===== src/rtl/tdm_demux_rx.sv =====
// tdm_demux_rx
// Receive-side 1-to-N time-division demultiplexer. A word-serial stream
// carries frames of CHANNELS consecutive valid words, the first of which is
// flagged by in_sof. Words are collected into a shadow buffer. A complete
// frame is published atomically to out_data with a one-cycle out_valid pulse.
//
// Ports
//   clk        rising-edge clock
//   rst        synchronous active-high reset
//   in_valid   in_data / in_sof qualify this cycle
//   in_sof     marks slot 0 of a frame (ignored when in_valid=0)
//   in_data    slot word, WIDTH bits
//   out_data   last published frame; channel k at [k*WIDTH +: WIDTH]
//   out_valid  one-cycle pulse: a new frame has been published
//   frame_err  one-cycle pulse: a partial frame was aborted by an early in_sof
//   drop_cnt   saturating count of words discarded while idle
//   busy       high while a frame is being collected
module tdm_demux_rx #(
   parameter int WIDTH    = 8,
   parameter int CHANNELS = 4,
   parameter int CNT_W    = 8
) (
   input  logic                      clk,
   input  logic                      rst,
   input  logic                      in_valid,
   input  logic                      in_sof,
   input  logic [WIDTH-1:0]          in_data,
   output logic [CHANNELS*WIDTH-1:0] out_data,
   output logic                      out_valid,
   output logic                      frame_err,
   output logic [CNT_W-1:0]          drop_cnt,
   output logic                      busy
);

   localparam int                SLOT_W    = $clog2(CHANNELS);
   localparam logic [SLOT_W-1:0] LAST_SLOT = SLOT_W'(CHANNELS - 1);

   typedef enum logic {
      IDLE,
      COLLECT
   } state_t;

   state_t                    state;
   state_t                    state_nxt;
   logic [SLOT_W-1:0]         slot;
   logic [SLOT_W-1:0]         slot_nxt;
   logic [WIDTH-1:0]          shadow [CHANNELS];
   logic                      wr_en;
   logic [SLOT_W-1:0]         wr_idx;
   logic                      publish;
   logic                      abort;
   logic                      drop;
   logic [CHANNELS*WIDTH-1:0] frame_nxt;

   // Next-state and per-word decisions. An in_sof seen while collecting
   // restarts the frame at slot 0 and flags an abort. The word landing on the
   // last slot triggers a publish and the return to idle, so a fresh in_sof
   // can follow on the very next cycle with no bubble.
   always_comb begin
      state_nxt = state;
      slot_nxt  = slot;
      wr_en     = 1'b0;
      wr_idx    = slot;
      publish   = 1'b0;
      abort     = 1'b0;
      drop      = 1'b0;
      case (state)
         IDLE: begin
            if (in_valid) begin
               if (in_sof) begin
                  wr_en     = 1'b1;
                  wr_idx    = '0;
                  slot_nxt  = SLOT_W'(1);
                  state_nxt = COLLECT;
               end else begin
                  drop = 1'b1;
               end
            end
         end
         COLLECT: begin
            if (in_valid) begin
               wr_en = 1'b1;
               if (in_sof) begin
                  abort    = 1'b1;
                  wr_idx   = '0;
                  slot_nxt = SLOT_W'(1);
               end else if (slot == LAST_SLOT) begin
                  publish   = 1'b1;
                  slot_nxt  = '0;
                  state_nxt = IDLE;
               end else begin
                  slot_nxt = slot + SLOT_W'(1);
               end
            end
         end
         default: begin
            state_nxt = IDLE;
            slot_nxt  = '0;
         end
      endcase
   end

   // Frame image as it will look once the current word is written. The top
   // channel is taken straight from in_data so that the publishing word
   // reaches out_data on the same edge it is sampled.
   always_comb begin
      frame_nxt = '0;
      for (int k = 0; k < CHANNELS; k++) begin
         frame_nxt[k*WIDTH +: WIDTH] = (k == CHANNELS - 1) ? in_data : shadow[k];
      end
   end

   // State and slot counter register.
   always_ff @(posedge clk) begin
      if (rst) begin
         state <= IDLE;
         slot  <= '0;
      end else begin
         state <= state_nxt;
         slot  <= slot_nxt;
      end
   end

   // Datapath: shadow buffer, published frame, status pulses and the
   // saturating drop counter. out_data is only ever loaded on publish, so a
   // partially filled shadow buffer can never leak out.
   always_ff @(posedge clk) begin
      if (rst) begin
         for (int k = 0; k < CHANNELS; k++) begin
            shadow[k] <= '0;
         end
         out_data  <= '0;
         out_valid <= 1'b0;
         frame_err <= 1'b0;
         drop_cnt  <= '0;
      end else begin
         if (wr_en) begin
            shadow[wr_idx] <= in_data;
         end
         if (publish) begin
            out_data <= frame_nxt;
         end
         out_valid <= publish;
         frame_err <= abort;
         if (drop && (drop_cnt != '1)) begin
            drop_cnt <= drop_cnt + CNT_W'(1);
         end
      end
   end

   // busy follows the registered state directly.
   assign busy = (state == COLLECT);

endmodule

===== config.mk =====
export PLATFORM = sky130hd
export DESIGN_NAME = tdm_demux_rx
export DESIGN_NICKNAME = d
export VERILOG_FILES = /design/src/rtl/tdm_demux_rx.sv
export SDC_FILE = /design/constraint.sdc
export NUM_CORES = 1
export LEC_CHECK = 0
export BUFFER_PORTS_ARGS = -buffer_cell sky130_fd_sc_hd__buf_2
export CORE_ASPECT_RATIO = 0.75
export CORE_UTILIZATION = 35
export CTS_BUF_LIST = sky130_fd_sc_hd__clkbuf_8
export DETAILED_ROUTE_END_ITERATION = 10
export GPL_ROUTABILITY_DRIVEN = 0
export PLACE_DENSITY_LB_ADDON = 0.08
export RECOVER_POWER = 25
export REMOVE_ABC_BUFFERS = 1
export SYNTH_ARGS = -nofsm -noshare
export SYNTH_HDL_FRONTEND = slang
export SYNTH_SLANG_ARGS = --single-unit

===== constraint.sdc =====
create_clock -name clk -period 2.3 [get_ports clk]
set_clock_uncertainty 0.2 [all_clocks]
set_input_delay 0.575 -clock clk [delete_from_list [all_inputs] [get_ports clk]]
set_output_delay 0.575 -clock clk [all_outputs]
set_load 0.02 [all_outputs]

==> reports/qor.yml, run 1 <==
clock_root_buffer_master: "clkbuf_8"
status: "finished clean"
powerDensity_mw_per_mm2: 728
wire_per_inst_um: 13.6
horiz_die_dim_um: 103
cp_data_required_time_ns: 1.52
globalRoute.busiestLayer: "met1"
final_critical_path_setup_slack_ns: 0.422
setup_viol_count_final: 0
cell_int_power_mw: 1.86
criticalPathCategory: "flip-flop to output port"
placementRows: 27
hold_path_class: "flip-flop to flip-flop"
detail_route.wirelength_um: 5850
grt_use_met2: 0.211
fmax_ghz: 0.532
comb_pwr_share: 0.038
synth_seq_area_share: 0.606
worst_r2r_startpoint: "busy$_SDFF_PP0_"
placeable_core_region_mm2: 0.00736
startpoint_type: "flip-flop"
cts-hold-fix-buffers: 0
p_sw_uw: 491
worst_r2r_path_depth: 4
cp_cell_sequence: "buf_2"
worstHoldPathCells: 2
number_of_buffers_added_on_ports: 54
detail_route.iter0.violations: 88
maxCapViolations: 0
hold-worst-slack_ns: 0.252
timing.critical_path.arrival_ns: 1.10
floorplan.initialDensity: 0.364
pwr-share-seq: 0.553
via_count: 1982
cts-buffers-inserted: 9
worst_setup_path_end_kind: "output port"
clock_pin_slew_on_the_worst_setup_and_hold_paths_ns: 0.07
rr_endpoint: "drop_cnt[5]$_SDFFE_PP0P_"
fillCellCount: 794
ports: 55
htreeDepth: 3
critical-path-slowest-cell: "dfxtp_1"
netlist_instances: 265
clock_sink_count: 69
ir_worst_vdd_mv: 0.338
critical_path.max_stage_delay_ns: 0.54
ys.warnings.count: 0
route.detailed.drc: 0
first_global_vias: 1811
layout_overhead_on_the_synthesized_area_pct: 20.5
final_layout_size_suffix_gt1_frac: 0.183
final.setup.tns_ns: 0
syn-cell-area_mm2: 0.00268
drv_slew: 0
synth_area_per_cell_um2: 10.1
setup.reg_to_reg.worst_slack_ns: 0.46
cts_setup_buffers: 0
grt_start_max_net_pins: 48
worstPathBufferInverterCount: 1
place.detailed.hpwl_um: 3860
drt_first_pass_iters: 4
grt_pass1_wl_um: 9540
dieArea_mm2: 0.00801
gr-usage-met3: 0.0550
critical_path.max_fanout: 13
synth.ff_latch_count: 69
num-nets-final: 337
report.final.hold_viol_count: 0
swShare: 0.209
viasPerCell: 4.62
grt_setup_unrepaired: "false"
post-route-min-period_ns: 1.88
cts_max_path_buffers: 2
p_leak_nw: 1.22
crit_family: "flip-flops"
tightest_slew_ns: 0.609
antenna_cells_inserted: 0
share_clk_of_total_power: 0.409
grt_antenna_before_repair: 0
hold_path.startpoint: "out_data[9]$_SDFFE_PP0P_"
worst_skew_pair.late_latency_ns: 0.33
timing.hold.worst_endpoint: "out_data[9]$_SDFFE_PP0P_"
clock_tree_from_tritoncts: "yes"
grt_usage: 0.160
chipHeight_um: 77.7
dp_slack_ns: 0.130
gr-usage-met1: 0.244
max-slew-margin-rel: 0.594
finalCritPeriodShare: 0.817
detail-route-antenna-nets: 0
grt-ovfl-total: 0
ctsResizeCount: 0
netlist-cell-type-count: 38
## cell type report
cell class / instances / area (um^2) / area share
Clock inverter: 5 / 45.0 / 0.0140
Timing Repair Buffer: 61 / 304 / 0.0942
Clock buffer: 11 / 151 / 0.0469
Tap cell: 101 / 126 / 0.0392
Inverter: 1 / 3.75 / 0.00116
Multi-Input combinational cell: 181 / 975 / 0.302
Sequential cell: 69 / 1620 / 0.503
## power groups by stage
stage,Sequential [mW],Combinational [mW],Clock (mW)
finish,1.30,0.0881,0.962
global route,1.30,0.0986,1.06
CTS,1.30,0.0917,1.00
detailed placement,1.33,0.0914,0
global placement,1.33,0.0912,0
floorplan,1.33,0.0354,0
## synthesized netlist by cell type
cell type  number  area share
and3_1          2      0.0047
nor4_1          1      0.0023
nor4b_4         2       0.018
nand3_1         5      0.0093
buf_4           1      0.0028
mux2i_1         1      0.0037
nand4_4         1      0.0079
and2b_1         1      0.0028
nor2_1         10       0.014
a22oi_1         1      0.0028
a32oi_1         1      0.0033
o21ai_0         3      0.0056
o221a_2         1      0.0042
or2_2           3      0.0070
xnor2_1         1      0.0033
nor3b_1         1      0.0028
or4_1           1      0.0028
a211oi_2        1      0.0047
or3_1           1      0.0023
nor2b_4         1      0.0051
xor2_1          1      0.0033
nor3_1          1      0.0019
nor2b_1         3      0.0070
a211oi_1        1      0.0028
dfxtp_1        45        0.34
inv_1           1      0.0014
edfxtp_1       24        0.27
a311oi_1        2      0.0065
buf_2           5      0.0093
ha_1            2      0.0093
a21oi_1        37       0.069
o31ai_1         1      0.0028
or3b_1          1      0.0033
and4_1          1      0.0033
clkbuf_1        8       0.011
nand4_1         1      0.0023
and2_1         24       0.056
nand2_1        68       0.095
## registers in the layout, summed over array words and instances, names as in the netlist
signal     flops
frame_err      1
out_data      32
drop_cnt       8
out_valid      1
busy           1
shadow        24
slot           2
## per-layer routing
layer / routed length [um] / part of all wire / vias to the layer above
met5: 0 / 0 / -
met4: 34 / 0.0058 / 0
met3: 260 / 0.044 / 4
met2: 2440 / 0.42 / 40
met1: 3120 / 0.53 / 921
li1: - / - / 1017
## worst max-delay path by stage
stage / startpoint / end / slack, ns / cells after the start
after floorplan: in_valid / shadow[1][0]$_SDFFCE_PN0P_ / 0.34 / 4
after global placement: in_valid / shadow[2][3]$_SDFFCE_PN0P_ / 0.16 / 5
after detailed placement: in_valid / shadow[2][6]$_SDFFCE_PN0P_ / 0.13 / 5
after CTS: busy$_SDFF_PP0_ / busy / 0.40 / 1
after global routing: slot[0]$_SDFFE_PP0P_ / out_data[18]$_SDFFE_PP0P_ / 0.28 / 5
final: busy$_SDFF_PP0_ / busy / 0.42 / 1
## per-stage QoR
stage | std cells | area [um^2] | utilization | power (mW)
floorplan | 251 | 2620 | - | 1.36
global placement | 413 | 3080 | 0.418 | 1.42
detailed placement | 413 | 3080 | 0.418 | 1.42
CTS | 429 | 3270 | 0.444 | 2.39
global route | 429 | 3230 | 0.438 | 2.46
finish | 429 | 3230 | 0.438 | 2.35
## kinds of logic after synthesis
kind of cell,count (synthesis),synth area share
flops,69,0.606
buf+inv,15,0.0248
xor+xnor,2,0.00654
fa+ha+maj,2,0.00934
compound gates,48,0.102
mux,1,0.00374
simple gates,128,0.248
## placed cells by master, fill, tap and decap left out, types with 2 or more instances in the layout
cell / count
and3_1: 2
edfxtp_1: 24
nor4b_4: 2
inv_1: 5
o21ai_0: 3
or2_2: 3
and2_1: 20
nand3_1: 5
dfxtp_1: 45
and2_0: 4
a21oi_1: 37
nand4_1: 2
buf_4: 4
nor2_1: 10
nor2b_1: 3
buf_2: 35
clkbuf_1: 21
ha_1: 2
nand2_1: 68
clkbuf_8: 11
a311oi_1: 2
(Power assumes the default switching activity.)
==> run 2: changes to the inputs <==
Clock period 2.3 ns to 1.69 ns, I/O delays scaled along.
==> run 2 against run 1 <==
Compared with the run above: combinational power grew 69%; global-route usage is 0.44 points higher; critical path depth is 1 higher; sequential cell count unchanged; clock-buffer cell count fell by 2; die area unchanged; sequential power up 35%; utilization increased by 1.9 points; register-to-register slack got worse by 0.37 ns; wire length rose by 3.2%; setup slack lost 0.35 ns; final area is 4.3% higher; critical endpoint unchanged.
==> reports/qor.yml, run 2 (synthesized netlist as in run 1, its figures left out) <==
worst_r2r_startpoint: "busy$_SDFF_PP0_"
horiz_die_dim_um: 103
final_critical_path_setup_slack_ns: 0.0738
critical_path.startpoint: "busy$_SDFF_PP0_"
largest_register_ffs: 32
startpoint_type: "flip-flop"
critical-path-slowest-cell: "dfxtp_4"
maxCapViolations: 0
largest_registers: "out_data: 32 flops, shadow: 24 flops, drop_cnt: 8 flops"
clock_pin_slew_on_the_worst_setup_and_hold_paths_ns: 0.07
via_count: 2051
status: "finished clean"
final_layout_size_suffix_gt1_frac: 0.238
grt_start_max_net_pins: 48
clock_sink_count: 69
critical_path.max_fanout: 7
first_global_vias: 1854
max-slew-margin-rel: 0.645
layout_overhead_on_the_synthesized_area_pct: 25.7
worst_setup_path_end_kind: "output port"
ports: 55
fmax_ghz: 0.619
route.detailed.drc: 0
cp_data_required_time_ns: 1.07
p_leak_nw: 1.29
placeable_core_region_mm2: 0.00736
hold_path_class: "input port to flip-flop"
powerDensity_mw_per_mm2: 906
chipHeight_um: 77.7
grt_antenna_before_repair: 0
worstPathBufferInverterCount: 2
detail_route.wirelength_um: 6040
grt-ovfl-total: 0
finalCritPeriodShare: 0.956
dieArea_mm2: 0.00801
fin_cells: 445
hold_path.startpoint: "in_data[5]"
drt_first_pass_iters: 4
num-nets-final: 353
place.detailed.hpwl_um: 3900
cp_cell_sequence: "buf_4 > buf_2"
cts_max_path_buffers: 2
timing.critical_path.arrival_ns: 0.99
largest_register: "out_data"
drv_slew: 0
report.final.hold_viol_count: 0
detail-route-antenna-nets: 0
grt_pass1_wl_um: 9600
place_inst: 429
cts_setup_buffers: 0
dp_slack_ns: -0.295
layout_common_cells: "68 x nand2_1, 42 x dfxtp_1, 36 x a21oi_1"
setup.reg_to_reg.worst_slack_ns: 0.09
tightest_slew_ns: 0.532
setup_viol_count_final: 0
grt_usage: 0.165
critical_path.max_stage_delay_ns: 0.37
criticalPathCategory: "flip-flop to output port"
post-route-min-period_ns: 1.62
antenna_cells_inserted: 0
placementRows: 27
clock_tree_from_tritoncts: "yes"
ir_worst_vdd_mv: 0.446
number_of_buffers_added_on_ports: 54
crit_family: "flip-flops"
mostFrequentLayoutCell: "nand2_1"
worst_skew_pair.late_latency_ns: 0.35
htreeDepth: 3
grt_setup_unrepaired: "false"
fillCellCount: 778
viasPerCell: 4.61
detail_route.iter0.violations: 86
clock_root_buffer_master: "clkbuf_8"
wire_per_inst_um: 13.6
cts-hold-fix-buffers: 0
cts-buffers-inserted: 9
floorplan.initialDensity: 0.364
run 2: area by class of cell:
| type | count | area, um^2 | area share |
|---|---|---|---|
| Tap cell | 101 | 126 | 0.0375 |
| Timing Repair Buffer | 77 | 448 | 0.133 |
| Sequential cell | 69 | 1630 | 0.483 |
| Clock buffer | 9 | 124 | 0.0368 |
| Clock inverter | 7 | 35.0 | 0.0104 |
| Inverter | 1 | 3.75 | 0.00111 |
| Multi-Input combinational cell | 181 | 1000 | 0.298 |
run 2: layer usage:
metal	routed length (um)	GRT usage	vias to the layer above
met2	2510	0.221	40
met3	293	0.0622	6
met4	56	0.0507	0
met1	3170	0.242	953
li1	-	-	1052
met5	0	0	-
run 2: tightest hold or removal path: stages:
cell and delay [ns]:
buf_2 0.13, nand2_1 0.06, a21oi_1 0.05
run 2: power by group:
part	internal [mW]	switching (mW)
Combinational	0.0577	0.0915
Sequential	1.75	0.0165
Clock	0.512	0.624
run 2: metrics by stage:
| stage | total power, mW | instance area [um^2] | TNS, ns | util | hold WS (ns) |
|---|---|---|---|---|---|
| 6_report | 3.05 | 3370 | 0 | 0.457 | 0.154 |
| 5_1_grt | 3.17 | 3370 | 0 | 0.457 | 0.153 |
| 4_1_cts | 3.09 | 3380 | 0 | 0.459 | 0.145 |
| 3_5_place_dp | 1.95 | 3220 | -9.22 | 0.437 | 0.244 |
| 3_3_place_gp | 1.95 | 3220 | -8.27 | 0.437 | 0.240 |
| 2_1_floorplan | 1.86 | 2620 | -8.40 | - | 0.271 |
run 2: path summary, 6_finish.rpt:
path	to	depth (start not counted)
worst max-delay path	busy	2
worst min-delay path	out_data[29]$_SDFFE_PP0P_	3
worst max register to register	drop_cnt[5]$_SDFFE_PP0P_	4
worst min register to register	out_data[22]$_SDFFE_PP0P_	2
run 2: what timing repair did:
action | CTS | global route
cloned | 0 | 0
endpoints found under the hold margin | 0 | 0
setup endpoints to repair | 1 | 42
pin swaps | 0 | 1
gates resized for setup | 1 | 8
==> run 3: changes to the inputs <==
Settings changed: CORE_UTILIZATION 35 to 38, PLACE_DENSITY_LB_ADDON 0.08 to default.
==> run 3 against run 2 <==
Compared with the run above: die area is 7.7% lower; combinational power decreased by 7%; via count down 1.0%; maximum frequency fell by 0.91%; highest routed layer unchanged; sequential power is essentially flat; clock power up 23%; critical endpoint unchanged; largest power group unchanged; setup slack got worse by 0.015 ns; clock-buffer cell count did not move.
==> reports/qor.yml, run 3 (synthesized netlist as in run 1, its figures left out) <==
finalCritPeriodShare: 0.965
tightest_slew_ns: 0.298
clock_tree_from_tritoncts: "yes"
clock_sink_count: 69
ir_worst_vdd_mv: 0.461
detail_route.wirelength_um: 5540
hold_path_class: "input port to flip-flop"
report.final.hold_viol_count: 0
placeable_core_region_mm2: 0.00680
num-nets-final: 349
clock_root_buffer_master: "clkbuf_8"
met1Wirelength_um: 2760
cell_int_power_mw: 2.61
place.detailed.hpwl_um: 3830
critical-path-slowest-cell: "dfxtp_4"
worstPathBufferInverterCount: 2
setup_viol_count_final: 0
largest_registers: "out_data: 32 flops, shadow: 24 flops, drop_cnt: 8 flops"
setup.reg_to_reg.worst_slack_ns: 0.09
drv_slew: 0
grt_pass1_wl_um: 9030
startpoint_type: "flip-flop"
first_global_vias: 1829
horiz_die_dim_um: 98.9
number_of_buffers_added_on_ports: 54
worst_skew_pair.late_latency_ns: 0.34
drt_first_pass_iters: 4
dr_wl_met3_um: 216
grt_usage: 0.166
final_layout_size_suffix_gt1_frac: 0.247
fin_cells: 424
viasPerCell: 4.79
ports: 55
cts_max_path_buffers: 2
chipHeight_um: 74.7
grt_start_max_net_pins: 28
topRoutingLayerUsed: "met4"
layout_overhead_on_the_synthesized_area_pct: 24.3
max-slew-margin-rel: 0.801
fin_total_pwr_mw: 3.30
status: "finished clean"
crit_family: "flip-flops"
route.met2.wl_um: 2500
worst_setup_path_end_kind: "output port"
dieArea_mm2: 0.00739
final.setup.tns_ns: 0
cp_cell_sequence: "buf_4 > buf_2"
largest_register: "out_data"
p_leak_nw: 1.31
grt_antenna_before_repair: 0
route.detailed.drc: 0
critical_path.max_stage_delay_ns: 0.39
hold-worst-slack_ns: 0.165
htreeDepth: 3
cts-buffers-inserted: 9
detail-route-antenna-nets: 0
clock_pin_slew_on_the_worst_setup_and_hold_paths_ns: 0.07
wire_per_inst_um: 13.1
swShare: 0.209
powerDensity_mw_per_mm2: 991
floorplan.initialDensity: 0.394
pwr-share-seq: 0.535
via_count: 2030
maxCapViolations: 0
comb_pwr_share: 0.042
critical_path.max_fanout: 9
placementRows: 26
layout_common_cells: "68 x nand2_1, 42 x buf_2, 41 x dfxtp_1"
criticalPathCategory: "flip-flop to output port"
mostFrequentLayoutCell: "nand2_1"
largest_register_ffs: 32
place_inst: 407
fmax_ghz: 0.613
detail_route.iter0.violations: 73
grt_setup_unrepaired: "false"
post-route-min-period_ns: 1.63
timing.critical_path.arrival_ns: 1.01
antenna_cells_inserted: 0
grt-ovfl-total: 0
p_sw_uw: 689
cp_data_required_time_ns: 1.07
share_clk_of_total_power: 0.423
## run 3: cell count changes in the layout (fill, tap and decap cells not counted), moves of 2 or more
cell | before | now
and2_0 | 4 | 6
and2_1 | 20 | 18
buf_12 | 3 | 1
buf_2 | 34 | 42
buf_4 | 17 | 14
bufinv_16 | 0 | 2
clkbuf_1 | 22 | 16
or2_2 | 1 | 3
or2_4 | 2 | 0
## run 3: area by class of cell
class,count,area (um^2)
flip-flops and latches,69,1630
clock buffers,9,124
fillers,681,3470
multi-input cells,181,990
clock inverters,7,82.6
inverters,1,3.75
repair buffers,73,395
well taps,84,105
## run 3: tightest hold or removal path: stages
cell     delay [ns]
buf_2          0.13
nand2_1        0.06
a21oi_1        0.05
## run 3: metal layers
metal / global-route usage / up-vias
li1: - / 1041
met1: 0.220 / 941
met2: 0.251 / 42
met3: 0.0594 / 6
met4: 0.0647 / 0
met5: 0 / -
## run 3: final timing paths
path,end,startpoint,depth (start not counted)
setup / recovery,busy,busy$_SDFF_PP0_,2
hold / removal,out_data[29]$_SDFFE_PP0P_,in_data[5],3
setup reg to reg,drop_cnt[5]$_SDFFE_PP0P_,busy$_SDFF_PP0_,4
hold reg to reg,out_data[19]$_SDFFE_PP0P_,out_data[19]$_SDFFE_PP0P_,2
## run 3: repair_timing
item	in CTS	in global routing
hold buffers	0	0
endpoints found under the setup margin	17	28
setup buffers	0	1
resized for setup	2	4
## run 3: power by group through the flow
stage / Combinational [mW] / Clock, mW / Sequential [mW]
2_1_floorplan: 0.0482 / 0 / 1.81
3_3_place_gp: 0.137 / 0 / 1.80
3_5_place_dp: 0.140 / 0 / 1.80
4_1_cts: 0.140 / 1.44 / 1.76
5_1_grt: 0.154 / 1.52 / 1.77
6_report: 0.139 / 1.40 / 1.76
## run 3: through the flow
step / setup slack (ns) / util / area, um^2
after floorplan: -0.179 / - / 2620
after global placement: -0.238 / 0.462 / 3140
after detailed placement: -0.278 / 0.462 / 3140
after CTS: 0.0282 / 0.492 / 3350
after global routing: 0.00781 / 0.490 / 3330
final: 0.0589 / 0.490 / 3330
